`src/rtl/mpu_pkg.sv`:
```
// Shared MPU datapath definitions: default widths and the operand-fetch state encoding.
// Latency: n/a (types and constants only).
// Backpressure: n/a.
package mpu_pkg;

    localparam int WIDTH_DEFAULT = 8;
    localparam int SEL_W_DEFAULT = 3;

    typedef enum logic [1:0] {
        IDLE    = 2'd0,
        FETCH_A = 2'd1,
        FETCH_B = 2'd2,
        DONE    = 2'd3
    } fetch_state_t;

endpackage

```
`src/rtl/operand_fetch.sv`:
```
// Two-operand fetch sequencer: steps the mux select through rs1 then rs2 and captures each byte.
// Latency: accept on edge k -> op_a at k+1, op_b and out_valid at k+2; one pair per 3 cycles max.
// Backpressure: holds operands in DONE while out_ready=0 and deasserts req_ready until released.
module operand_fetch
    import mpu_pkg::*;
#(
    parameter int WIDTH = WIDTH_DEFAULT,
    parameter int SEL_W = SEL_W_DEFAULT
) (
    input  logic             clk,
    input  logic             rst,
    input  logic             req_valid,
    output logic             req_ready,
    input  logic [SEL_W-1:0] req_rs1,
    input  logic [SEL_W-1:0] req_rs2,
    output logic [SEL_W-1:0] sel,
    input  logic [WIDTH-1:0] mux_data,
    output logic [WIDTH-1:0] op_a,
    output logic [WIDTH-1:0] op_b,
    output logic             out_valid,
    input  logic             out_ready,
    output logic             busy
);

    fetch_state_t     state_q;
    fetch_state_t     state_d;
    logic [SEL_W-1:0] rs2_q;
    logic             accept;

    assign accept = req_valid & req_ready;

    // State register; reset wins over everything and aborts any request in flight.
    always_ff @(posedge clk) begin
        if (rst) begin
            state_q <= IDLE;
        end else begin
            state_q <= state_d;
        end
    end

    // Next state: the two fetch cycles never stall, only DONE waits on the consumer.
    always_comb begin
        state_d = state_q;
        case (state_q)
            IDLE: begin
                if (accept) begin
                    state_d = FETCH_A;
                end
            end
            FETCH_A: state_d = FETCH_B;
            FETCH_B: state_d = DONE;
            DONE: begin
                if (out_ready) begin
                    state_d = accept ? FETCH_A : IDLE;
                end
            end
            default: state_d = IDLE;
        endcase
    end

    // Handshake outputs; a new request can be taken in the same cycle the pair is consumed.
    always_comb begin
        req_ready = (state_q == IDLE) | ((state_q == DONE) & out_ready);
        busy      = (state_q != IDLE);
    end

    // Select and capture registers; the mux is combinational so each capture uses the
    // select that was registered on the previous edge.
    always_ff @(posedge clk) begin
        if (rst) begin
            sel       <= '0;
            rs2_q     <= '0;
            op_a      <= '0;
            op_b      <= '0;
            out_valid <= 1'b0;
        end else begin
            if (accept) begin
                sel   <= req_rs1;
                rs2_q <= req_rs2;
            end
            case (state_q)
                FETCH_A: begin
                    op_a <= mux_data;
                    sel  <= rs2_q;
                end
                FETCH_B: begin
                    op_b      <= mux_data;
                    out_valid <= 1'b1;
                end
                DONE: begin
                    if (out_ready) begin
                        out_valid <= 1'b0;
                    end
                end
                default: begin
                end
            endcase
        end
    end

endmodule
```
`config.mk`:
```
export PLATFORM = sky130hd
export DESIGN_NAME = operand_fetch
export DESIGN_NICKNAME = d
export VERILOG_FILES = /design/src/rtl/mpu_pkg.sv /design/src/rtl/operand_fetch.sv
export SDC_FILE = /design/constraint.sdc
export NUM_CORES = 1
export LEC_CHECK = 0
export ABC_AREA = 1
export BUFFER_PORTS_ARGS = -buffer_cell sky130_fd_sc_hd__buf_2
export CAP_MARGIN = 0
export CORE_UTILIZATION = 47
export CTS_CLUSTER_SIZE = 25
export DETAILED_ROUTE_END_ITERATION = 6
export PLACE_DENSITY = 0.83
export SYNTH_ARGS = -nofsm -noshare
export SYNTH_HDL_FRONTEND = slang
export SYNTH_SLANG_ARGS = --single-unit
export TNS_END_PERCENT = 1
```
`constraint.sdc`:
```
create_clock -name clk -period 1.5 [get_ports clk]
set_input_delay 0.3 -clock clk [delete_from_list [all_inputs] [get_ports clk]]
set_output_delay 0.3 -clock clk [all_outputs]
set_load 0.02 [all_outputs]
```
Word-level counts from Yosys, hierarchy flattened:

Index checks and enable logic that the tools add are counted.

* reductions and logical operators: 6
* muxes and demuxes: 8
* divide/modulo/power cells: 0
* $lt $le $gt $ge: 0
* multipliers: 0
* add/sub/neg operators: 0
* bitwise operators: 3
* shift operators: 0
* eq/ne operators: 5

Operators by type and width (number)
* 2-bit case mux with 4 select lines: 1
* 3-bit 2-to-1 mux: 2
* 2-bit nonzero test: 3
* 2-bit equality test (second input constant): 2
* 2-bit 2-to-1 mux: 2
* 2-bit inequality test (second input constant): 2
* 2-bit AND reduction: 2
* 1-bit AND: 2
* 2-bit by 1-bit equality test with 1-bit output (second input constant): 1
* 2-bit logical NOT: 1
* 1-bit 2-to-1 mux: 2
* 1-bit case mux with 2 select lines: 1
* 1-bit OR: 1

* memories kept: 0
* logic and storage cells: 28
* input port bits: 18
* output and inout bits: 22
* RAM bits: 0
* ROM bits: 0
* register bits: 25
* bits in latches: 0

Depth between registers and ports, before layout:

Gate-level depths: netlist of the first run.

* depth after elaboration: 7
* gate-level depth with buffers: 9
* gate-level depth less buffers: 9

Worst setup path before layout of the first run:

No wires, ideal clock.

* kind: reg2reg
* start: reg state_q[0]
* end: reg sel[0]
* setup slack: 0.227 ns
* path buffers: 0
* setup time: 0.113 ns
* stages on the path, launching flop included: 9
* data required time: 1.387 ns
* arrival: 1.160 ns
* clock period less this slack: 1.273 ns
* cell sequence: dfxtp_1 -> inv_1 -> ha_1 -> inv_2 -> nand2_4 -> nand2_4 -> nand2_4 -> nor2_1 -> nor2_1

* longest elaborated chain between the ends: 5
* elaborated cells between the ends (all ways): 8
* classes of those cells: eq/ne (2); mux (1); bitwise (3); reduce/logical (2)

Ends and longest elaborated chain
* from (decl): RTL line operand_fetch.sv:25 `fetch_state_t state_q;`
* from (signal assigned): RTL line operand_fetch.sv:37 `state_q <= state_d;`
* 2-bit equality test: RTL line operand_fetch.sv:63 `req_ready = (state_q == IDLE) | ((state_q == DONE) & out_ready);`
* 1-bit AND: RTL line operand_fetch.sv:63
* 1-bit OR (*): RTL line operand_fetch.sv:63
* net req_ready: RTL line operand_fetch.sv:13 `output logic req_ready,`
* 1-bit AND (*): RTL line operand_fetch.sv:30 `assign accept = req_valid & req_ready;`
* 2-bit nonzero test (no line) (*)
* to (signal assigned): RTL line operand_fetch.sv:78 `sel <= req_rs1;`
* to (signal assigned): RTL line operand_fetch.sv:84 `sel <= rs2_q;`
* to (decl): RTL line operand_fetch.sv:16 `output logic [SEL_W-1:0] sel,`

Mark *: on every way through the listed nets, which the timed path passes. The rest lies on a longest branch.
A chain may end at the register's enable or synchronous reset.

Final worst setup path of the first run:

* start: reg state_q[0]
* end: out req_ready

* longest elaborated chain between the ends: 3
* elaborated cells between the ends (all ways): 4
* classes of those cells: eq/ne (1); bitwise (2); reduce/logical (1)

Ends and longest elaborated chain (RTL line)
* 2-bit equality test: operand_fetch.sv:63
* 1-bit AND: operand_fetch.sv:63
* 1-bit OR (*): operand_fetch.sv:63
* to (decl): operand_fetch.sv:13

Every way passes the cells marked *; elsewhere a longest branch is shown, timed or not.

==> impl_metrics.toml, run 1 <==
[status]
status = "finished, final reports clean"

[worst_setup_path]
rrSetupSlack_ns = 0.12
path_buf_inv = 3
r2r-end = "sel[1]$_SDFFE_PP0P_"
r2r_cells = 7
cp.required_ns = 1.20
cp.arrival_ns = 1.17
start_kind = "flop"
cp_common_cell = "inv_4"
path_max_fanout = 3
slowest_stage = "dfxtp_4"
cpPeakStageDelay_ns = 0.41
r2r_start = "state_q[0]$_SDFFE_PP0P_"
crit_type = "reg -> out"
end_kind = "primary output"
crit_family = "flip-flops"
cp_num_cells = 5
crit_chain = "inv_4 > ha_4 > inv_4 > nand2_4 > buf_6"

[synthesis]
synth_most_common_cell = "nor2_1"
yosysTopAreaCellShare = 0.471
synth_area_leaders = "dfxtp_1 (47%), nor2_1 (17%), o21ai_0 (9.4%)"
syn_inst = 140
synth_edf_count = 0
yosys_warnings = 0
async_flop_share = 0
syn_area_um2 = 1060
synth-seq-cells = 25
synth.net_count = 163
synthTopCellsByCount = "nor2_1 (47), dfxtp_1 (25), o21ai_0 (20), nand2_1 (15), inv_1 (6)"
synth-main-ff-cell = "dfxtp_1"
synth_area_per_cell_um2 = 7.60
ys_seq_area_frac = 0.471
synth.distinct_cells = 16
yosysTopAreaCell = "dfxtp_1"

[power_and_ir_drop]
p_per_area_nw_per_um2 = 2150
power_frac_comb = 0.524
p_sw_mw = 1.32
clockPowerShare = 0.104
leakage_nw = 0.702
irDropWorstVdd_mv = 1.09
p_int_mw = 1.58
p_sw_frac = 0.454
seqPwrFrac = 0.372

[placement]
gp_congestion = 0.773
portBuffers = 39
hpwl_um = 1820
postPlaceCellArea_um2 = 1270
dp_cells = 203

[global_route]
grt_pass1_vias = 914
grt_max_degree = 16
grt_overflow = 0
grt.total_usage = 0.207
antenna_found_initial = 0
grt_pass1_wl_um = 3950

[timing]
fmaxAchievable_ghz = 0.679
whs_ns = 0.119
min_period_ns = 1.47
slew-limit-headroom = 0.796
min_period_over_period = 0.982
rsz0062_at_grt = "true"
slew_violations = 0
final_hold_viol_count = 0
tightest_slew_ns = 0.306
setup_violations = 0
finClkSkew_ns = 0.00717

[hold_path]
min_path_cells = 2
hold-path-endpoint = "state_q[0]$_SDFFE_PP0P_"
worstHoldPathType = "in -> reg"
holdCritStartpoint = "rst"

[clock_tree]
cts_hold_buffers = 0
cts_buffers = 3
clkLatencyLatePin_ns = 0.31
cts_tree = "yes"
cts.sinks = 25
clockRootBuffer = "clkbuf_4"
path_clk_slew_ns = 0.14
cts_buffer_depth = 2
htreeDepth = 1

[die]
start_util = 0.521
io-pin-count = 40
dieHeight_um = 49.6
die_area_um2 = 2460
rows = 16
die_width_um = 49.6
core-area_um2 = 2040

[drt]
drt-wirelength-per-cell_um = 11.3
wl_um = 2360
first_pass_iters = 4
first_iter_violations = 11
antenna_left = 0
route.detailed.drc = 0
vias = 998
vias_per_cell = 4.80

[layout]
num_antenna_cells = 0
drive_gt1_frac = 0.343
final_area_um2 = 1350
final_cell_count_no_fill = 208
nets = 205
syn2layout_area_growth_pct = 27.3

[run]
drv_cap = 0
-- through the flow --
stage,setup TNS [ns],total power [mW],worst slack (ns),utilization
after CTS,0,2.92,0.00895,0.661
after detailed placement,0,2.46,0.0243,0.621
after floorplan,0,2.08,0.227,-
final,0,2.90,0.0264,0.663
after global placement,0,2.39,0.113,0.621
after global routing,-0.0282,3.14,-0.0282,0.663
-- power by group through the flow --
| stage | sequential [mW] | combinational, mW | clock (mW) |
|---|---|---|---|
| 2_1_floorplan | 1.29 | 0.796 | 0 |
| 3_3_place_gp | 1.05 | 1.35 | 0 |
| 3_5_place_dp | 1.06 | 1.40 | 0 |
| 4_1_cts | 1.08 | 1.53 | 0.316 |
| 5_1_grt | 1.11 | 1.68 | 0.343 |
| 6_report | 1.08 | 1.52 | 0.301 |
-- what timing repair did --
action | CTS | global route
setup buffers | 1 | 0
pin swaps | 1 | 0
endpoints found under the setup margin | 2 | 5
gates resized for setup | 14 | 2
-- flip-flops by register name, indices dropped and copies added, names as in the netlist --
register	cells
state_q	2
sel	3
op_b	8
rs2_q	3
out_valid	1
op_a	8
-- cells in the final DEF (no fill, tap or decap), drive strengths merged --
cell type | netlist | final
a21oi | 5 | 5
buf | 4 | 41
clkbuf | 0 | 3
clkinv | 2 | 2
clkinvlp | 0 | 1
dfxtp | 25 | 25
ha | 5 | 5
inv | 10 | 10
nand2 | 19 | 19
nand3 | 2 | 2
nor2 | 47 | 47
o21ai | 20 | 20
o21bai | 1 | 1
-- layout make-up --
class                      instances  area (um^2)
inverter                          12         52.6
sequential                        25          508
tap                               27         33.8
clock buffer                       3         22.5
timing repair buffer              41          216
fill                             189          688
clock inverter                     1         7.51
multi-input combinational         99          513
-- per-layer routing --
| metal | up-vias | global-route usage | routed length (um) | part of all wire |
|---|---|---|---|---|
| met1 | 451 | 0.256 | 1100 | 0.47 |
| li1 | 521 | - | - | - |
| met5 | - | 0 | 0 | 0 |
| met3 | 4 | 0.0370 | 98 | 0.042 |
| met4 | 0 | 0.0619 | 25 | 0.011 |
| met2 | 22 | 0.363 | 1130 | 0.48 |
-- worst max path at each step --
stage                             from                   to  slack (ns)
4_1_cts        state_q[0]$_SDFFE_PP0P_  sel[1]$_SDFFE_PP0P_       0.009
6_report       state_q[0]$_SDFFE_PP0P_            req_ready        0.03
3_3_place_gp   state_q[1]$_SDFFE_PP0P_  sel[0]$_SDFFE_PP0P_        0.11
2_1_floorplan  state_q[0]$_SDFFE_PP0P_  sel[0]$_SDFFE_PP0P_        0.23
5_1_grt        state_q[0]$_SDFFE_PP0P_            req_ready       -0.03
3_5_place_dp   state_q[1]$_SDFFE_PP0P_  sel[1]$_SDFFE_PP0P_        0.02
-- cell families (layout without fill, tap and decap cells) --
family	count (synthesis)	in the layout	share of synthesized area
AO/OA/AOI/OAI	26	26	0.132
buffers and inverters	16	57	0.0729
flip-flops	25	25	0.471
AND/OR/NAND/NOR	68	68	0.266
adder cells (fa/ha/maj)	5	5	0.0588
Note: power is estimated with default switching activity, not from simulation.
==> run 2: changes to the inputs <==
- ABC_AREA: 1 -> default
- CORE_UTILIZATION: 47 -> 51
- PLACE_DENSITY: 0.83 -> 0.88
- clock period: 1.5 -> 1.9 ns (I/O delays scaled with it)
==> impl_metrics.toml, run 2 <==
[drt]
first_iter_violations = 5
wl_um = 2160
vias = 915
drt-wirelength-per-cell_um = 12.3
first_pass_iters = 4
antenna_left = 0
vias_per_cell = 5.23
route.detailed.drc = 0

[synthesis]
yosysTopAreaCell = "dfxtp_1"
syn_area_um2 = 1080
syn_inst = 109
ys_seq_area_frac = 0.465
yosysTopAreaCellShare = 0.465
synth.distinct_cells = 24
synth.net_count = 132
async_flop_share = 0
synth_edf_count = 0
synth-main-ff-cell = "dfxtp_1"
synth_most_common_cell = "dfxtp_1"
synthTopCellsByCount = "dfxtp_1 (25), nor2_1 (18), mux2i_1 (16), inv_1 (8), o21ai_0 (7)"
synth_area_leaders = "dfxtp_1 (46%), mux2i_1 (15%), nor2_1 (6.3%)"
synth-seq-cells = 25
yosys_warnings = 0
synth_area_per_cell_um2 = 9.88

[layout]
multi_input_area_um2 = 499
fill_cells = 164
final_cell_count_no_fill = 175
regArea_um2 = 503
layout_commonest_cell = "buf_2"
nets = 172
reg.largest.list = "op_a x8, op_b x8"
final_core_util = 0.664
syn2layout_area_growth_pct = 22.2
final_cell_mix = "buf_2 (39), dfxtp_1 (23), nor2_1 (18)"
num_antenna_cells = 0
drive_gt1_frac = 0.358
final_area_um2 = 1320

[timing]
final_hold_viol_count = 0
slew-limit-headroom = 0.648
whs_ns = 0.295
setup_violations = 0
slew_violations = 0
tns_ns = 0
setup_ws_ns = 0.107
tightest_slew_ns = 0.529
fmaxAchievable_ghz = 0.558
finClkSkew_ns = 0.00402
min_period_ns = 1.79
rsz0062_at_grt = "false"
min_period_over_period = 0.944

[clock_tree]
clockRootBuffer = "clkbuf_4"
cts_buffers = 3
cts.sinks = 25
cts_tree = "yes"
path_clk_slew_ns = 0.13
clkLatencyLatePin_ns = 0.33
htreeDepth = 1
cts_buffer_depth = 2

[hold_path]
worstHoldPathType = "in -> reg"

[worst_setup_path]
cp.required_ns = 1.52
crit_type = "reg -> out"
slowest_stage = "dfxtp_2"
path_max_fanout = 7
cpPeakStageDelay_ns = 0.38
end_kind = "primary output"
cp.arrival_ns = 1.41
start_kind = "flop"
crit_chain = "inv_1 > ha_1 > a21oi_4 > inv_4 > buf_2"

[die]
io-pin-count = 40
dieHeight_um = 48.0
core-area_um2 = 1980
start_util = 0.544
rows = 16
die_width_um = 48.0
die_area_um2 = 2300

[placement]
hpwl_um = 1610
dp_cells = 170
gp_congestion = 0.801
portBuffers = 39
pre_cts_slack_ns = 0.356
postPlaceCellArea_um2 = 1280

[run]
drv_cap = 0

[global_route]
grt_pass1_wl_um = 3220
grt_overflow = 0
antenna_found_initial = 0
grt.total_usage = 0.206
grt_pass1_vias = 797
grt_max_degree = 26

[power_and_ir_drop]
leakage_nw = 0.599
p_per_area_nw_per_um2 = 1570
irDropWorstVdd_mv = 0.939
finalPower_mw = 2.06

[status]
status = "finished, final reports clean"
-- run 2: cell types whose count changed after synthesis, moves of 2 or more --
cell	change
a21oi_2	-2
inv_1	+2
nor2_1	-29
clkinv_1	-2
o21ai_0	-13
mux2i_1	+16
inv_2	-3
nor2b_1	+2
a221oi_2	+3
nand2_4	-3
nand2_1	-14
a31oi_1	+3
-- run 2: timing repair --
action,in CTS,in global routing
hold buffers,0,0
setup endpoints to repair,1,1
setup buffers,1,0
gates resized for setup,0,2
-- run 2: critical path: cells and delay by family, from the launching register on --
family                     cells  cell delay (ns)
AOI/OAI and AO/OA              1             0.17
adders and majority gates      1             0.24
DFF                            1             0.38
buffers and inverters          3             0.31
-- run 2: cell families after synthesis --
family | after synthesis | share of synthesized area
DFF | 25 | 0.465
and+or+nand+nor | 24 | 0.0917
AOI/OAI and AO/OA | 23 | 0.165
buffers and inverters | 16 | 0.0720
muxes | 16 | 0.149
adders and majority gates | 5 | 0.0581
-- run 2: where the power goes --
part / total, mW / switching [mW] / internal [mW]
Clock: 0.245 / 0.164 / 0.0806
Sequential: 0.759 / 0.0820 / 0.677
Combinational: 1.06 / 0.630 / 0.427
-- run 2: path summary, 6_finish.rpt --
check | startpoint | to | slack [ns] | cells after the start
setup reg to reg | state_q[1]$_SDFFE_PP0P_ | sel[2]$_SDFFE_PP0P_ | 0.49 | 6
hold / removal | mux_data[5] | op_a[5]$_SDFFE_PP0P_ | 0.29 | 3
setup / recovery | state_q[1]$_SDFFE_PP0P_ | req_ready | 0.11 | 5
hold reg to reg | rs2_q[2]$_SDFFE_PP0P_ | sel[2]$_SDFFE_PP0P_ | 0.48 | 2
-- run 2: routing by layer --
metal / global-route usage / vias up / part of all wire
met1: 0.222 / 425 / 0.41
met3: 0.0491 / 7 / 0.050
met4: 0.111 / 0 / 0.024
li1: - / 455 / -
met2: 0.368 / 28 / 0.52
met5: 0 / - / 0
-- run 2: final cells by class --
| class | count | share of cell area |
|---|---|---|
| flip-flops and latches | 25 | 0.382 |
| multi-input cells | 68 | 0.379 |
| repair buffers | 41 | 0.160 |
| inverters | 10 | 0.0304 |
| well taps | 27 | 0.0257 |
| clock buffers | 3 | 0.0171 |
| clock inverters | 1 | 0.00570 |
==> run 3: changes to the inputs <==
- CORE_MARGIN: default -> 3
==> impl_metrics.toml, run 3 (synthesis results as in run 2) <==
[die]
die_area_um2 = 2700
die_width_um = 52.0
io-pin-count = 40
dieHeight_um = 52.0
core-area_um2 = 1980
rows = 16
start_util = 0.544

[worst_setup_path]
rrSetupSlack_ns = 0.41
path_max_fanout = 7
cp.required_ns = 1.52
end_kind = "primary output"
cp.arrival_ns = 1.42
start_kind = "flop"
r2r_cells = 5
crit_type = "reg -> out"
slowest_stage = "dfxtp_4"
cpPeakStageDelay_ns = 0.39
crit_chain = "inv_1 > ha_1 > a21oi_4 > inv_4 > buf_2"

[power_and_ir_drop]
irDropWorstVdd_mv = 0.780
finalPower_mw = 2.11
leakage_nw = 0.613
p_per_area_nw_per_um2 = 1580

[drt]
drt-wirelength-per-cell_um = 13.0
wl_um = 2310
vias = 919
first_pass_iters = 4
route.detailed.drc = 0
first_iter_violations = 22
antenna_left = 0
vias_per_cell = 5.19

[clock_tree]
cts_tree = "yes"
clkLatencyLatePin_ns = 0.32
cts.sinks = 25
path_clk_slew_ns = 0.13
htreeDepth = 1
clockRootBuffer = "clkbuf_4"
cts_buffer_depth = 2
cts_buffers = 3

[layout]
final_cell_mix = "buf_2 (39), dfxtp_1 (23), nor2_1 (18)"
final_cell_count_no_fill = 177
reg.largest.list = "op_a x8, op_b x8"
nets = 174
multi_input_area_um2 = 499
regArea_um2 = 505
final_area_um2 = 1330
layout_commonest_cell = "buf_2"
syn2layout_area_growth_pct = 23.6
final_core_util = 0.672
fill_cells = 162
drive_gt1_frac = 0.367
num_antenna_cells = 0

[global_route]
grt_pass1_vias = 869
antenna_found_initial = 0
grt_max_degree = 26
grt_overflow = 0
grt.total_usage = 0.186
grt_pass1_wl_um = 3750

[timing]
min_period_ns = 1.80
setup_violations = 0
tightest_slew_ns = 0.547
min_period_over_period = 0.947
whs_ns = 0.296
rsz0062_at_grt = "false"
setup_ws_ns = 0.100
finClkSkew_ns = 0.00111
final_hold_viol_count = 0
tns_ns = 0
fmaxAchievable_ghz = 0.556
slew_violations = 0
slew-limit-headroom = 0.636

[placement]
dp_cells = 170
postPlaceCellArea_um2 = 1280
pre_cts_slack_ns = 0.368
hpwl_um = 1690
gp_congestion = 0.709
portBuffers = 39

[run]
drv_cap = 0

[status]
status = "finished, final reports clean"

[hold_path]
min_path_cells = 3
worstHoldPathType = "in -> reg"
[run 3: critical path, delay by kind of cell (launching register included)]
kind                     cells  cell delay, ns
AO/OA/AOI/OAI                1            0.19
adder cells (fa/ha/maj)      1            0.23
buffers and inverters        3            0.30
flip-flops                   1            0.39
[run 3: path summary, 6_finish.rpt]
path | from | to
worst max register to register | state_q[1]$_SDFFE_PP0P_ | op_a[1]$_SDFFE_PP0P_
worst max-delay path | state_q[1]$_SDFFE_PP0P_ | req_ready
worst min register to register | rs2_q[2]$_SDFFE_PP0P_ | sel[2]$_SDFFE_PP0P_
worst min-delay path | mux_data[7] | op_b[7]$_SDFFE_PP0P_
[run 3: cell type report]
class	count	share of cell area
Clock buffer	3	0.0169
Sequential cell	25	0.380
Timing Repair Buffer	43	0.169
Tap cell	27	0.0254
Multi-Input combinational cell	68	0.375
Clock inverter	1	0.00376
Inverter	10	0.0301
[run 3: per-layer routing]
metal / GRT usage / routed length, um
met5: 0 / 0
met3: 0.0258 / 97
met1: 0.222 / 935
met4: 0.109 / 53
met2: 0.314 / 1220
[run 3: report_power, final]
| group | switching [mW] | leakage, nW | internal, mW |
|---|---|---|---|
| Combinational | 0.649 | 0.390 | 0.464 |
| Clock | 0.155 | 0.0177 | 0.0790 |
| Sequential | 0.0808 | 0.205 | 0.682 |
| Total | 0.885 | 0.613 | 1.22 |
[run 3: timing repair]
item,in CTS,in global routing
setup endpoints to repair,1,1
gates resized for setup,1,2
buffers inserted,0,3
hold buffers,0,0
cloned,0,0
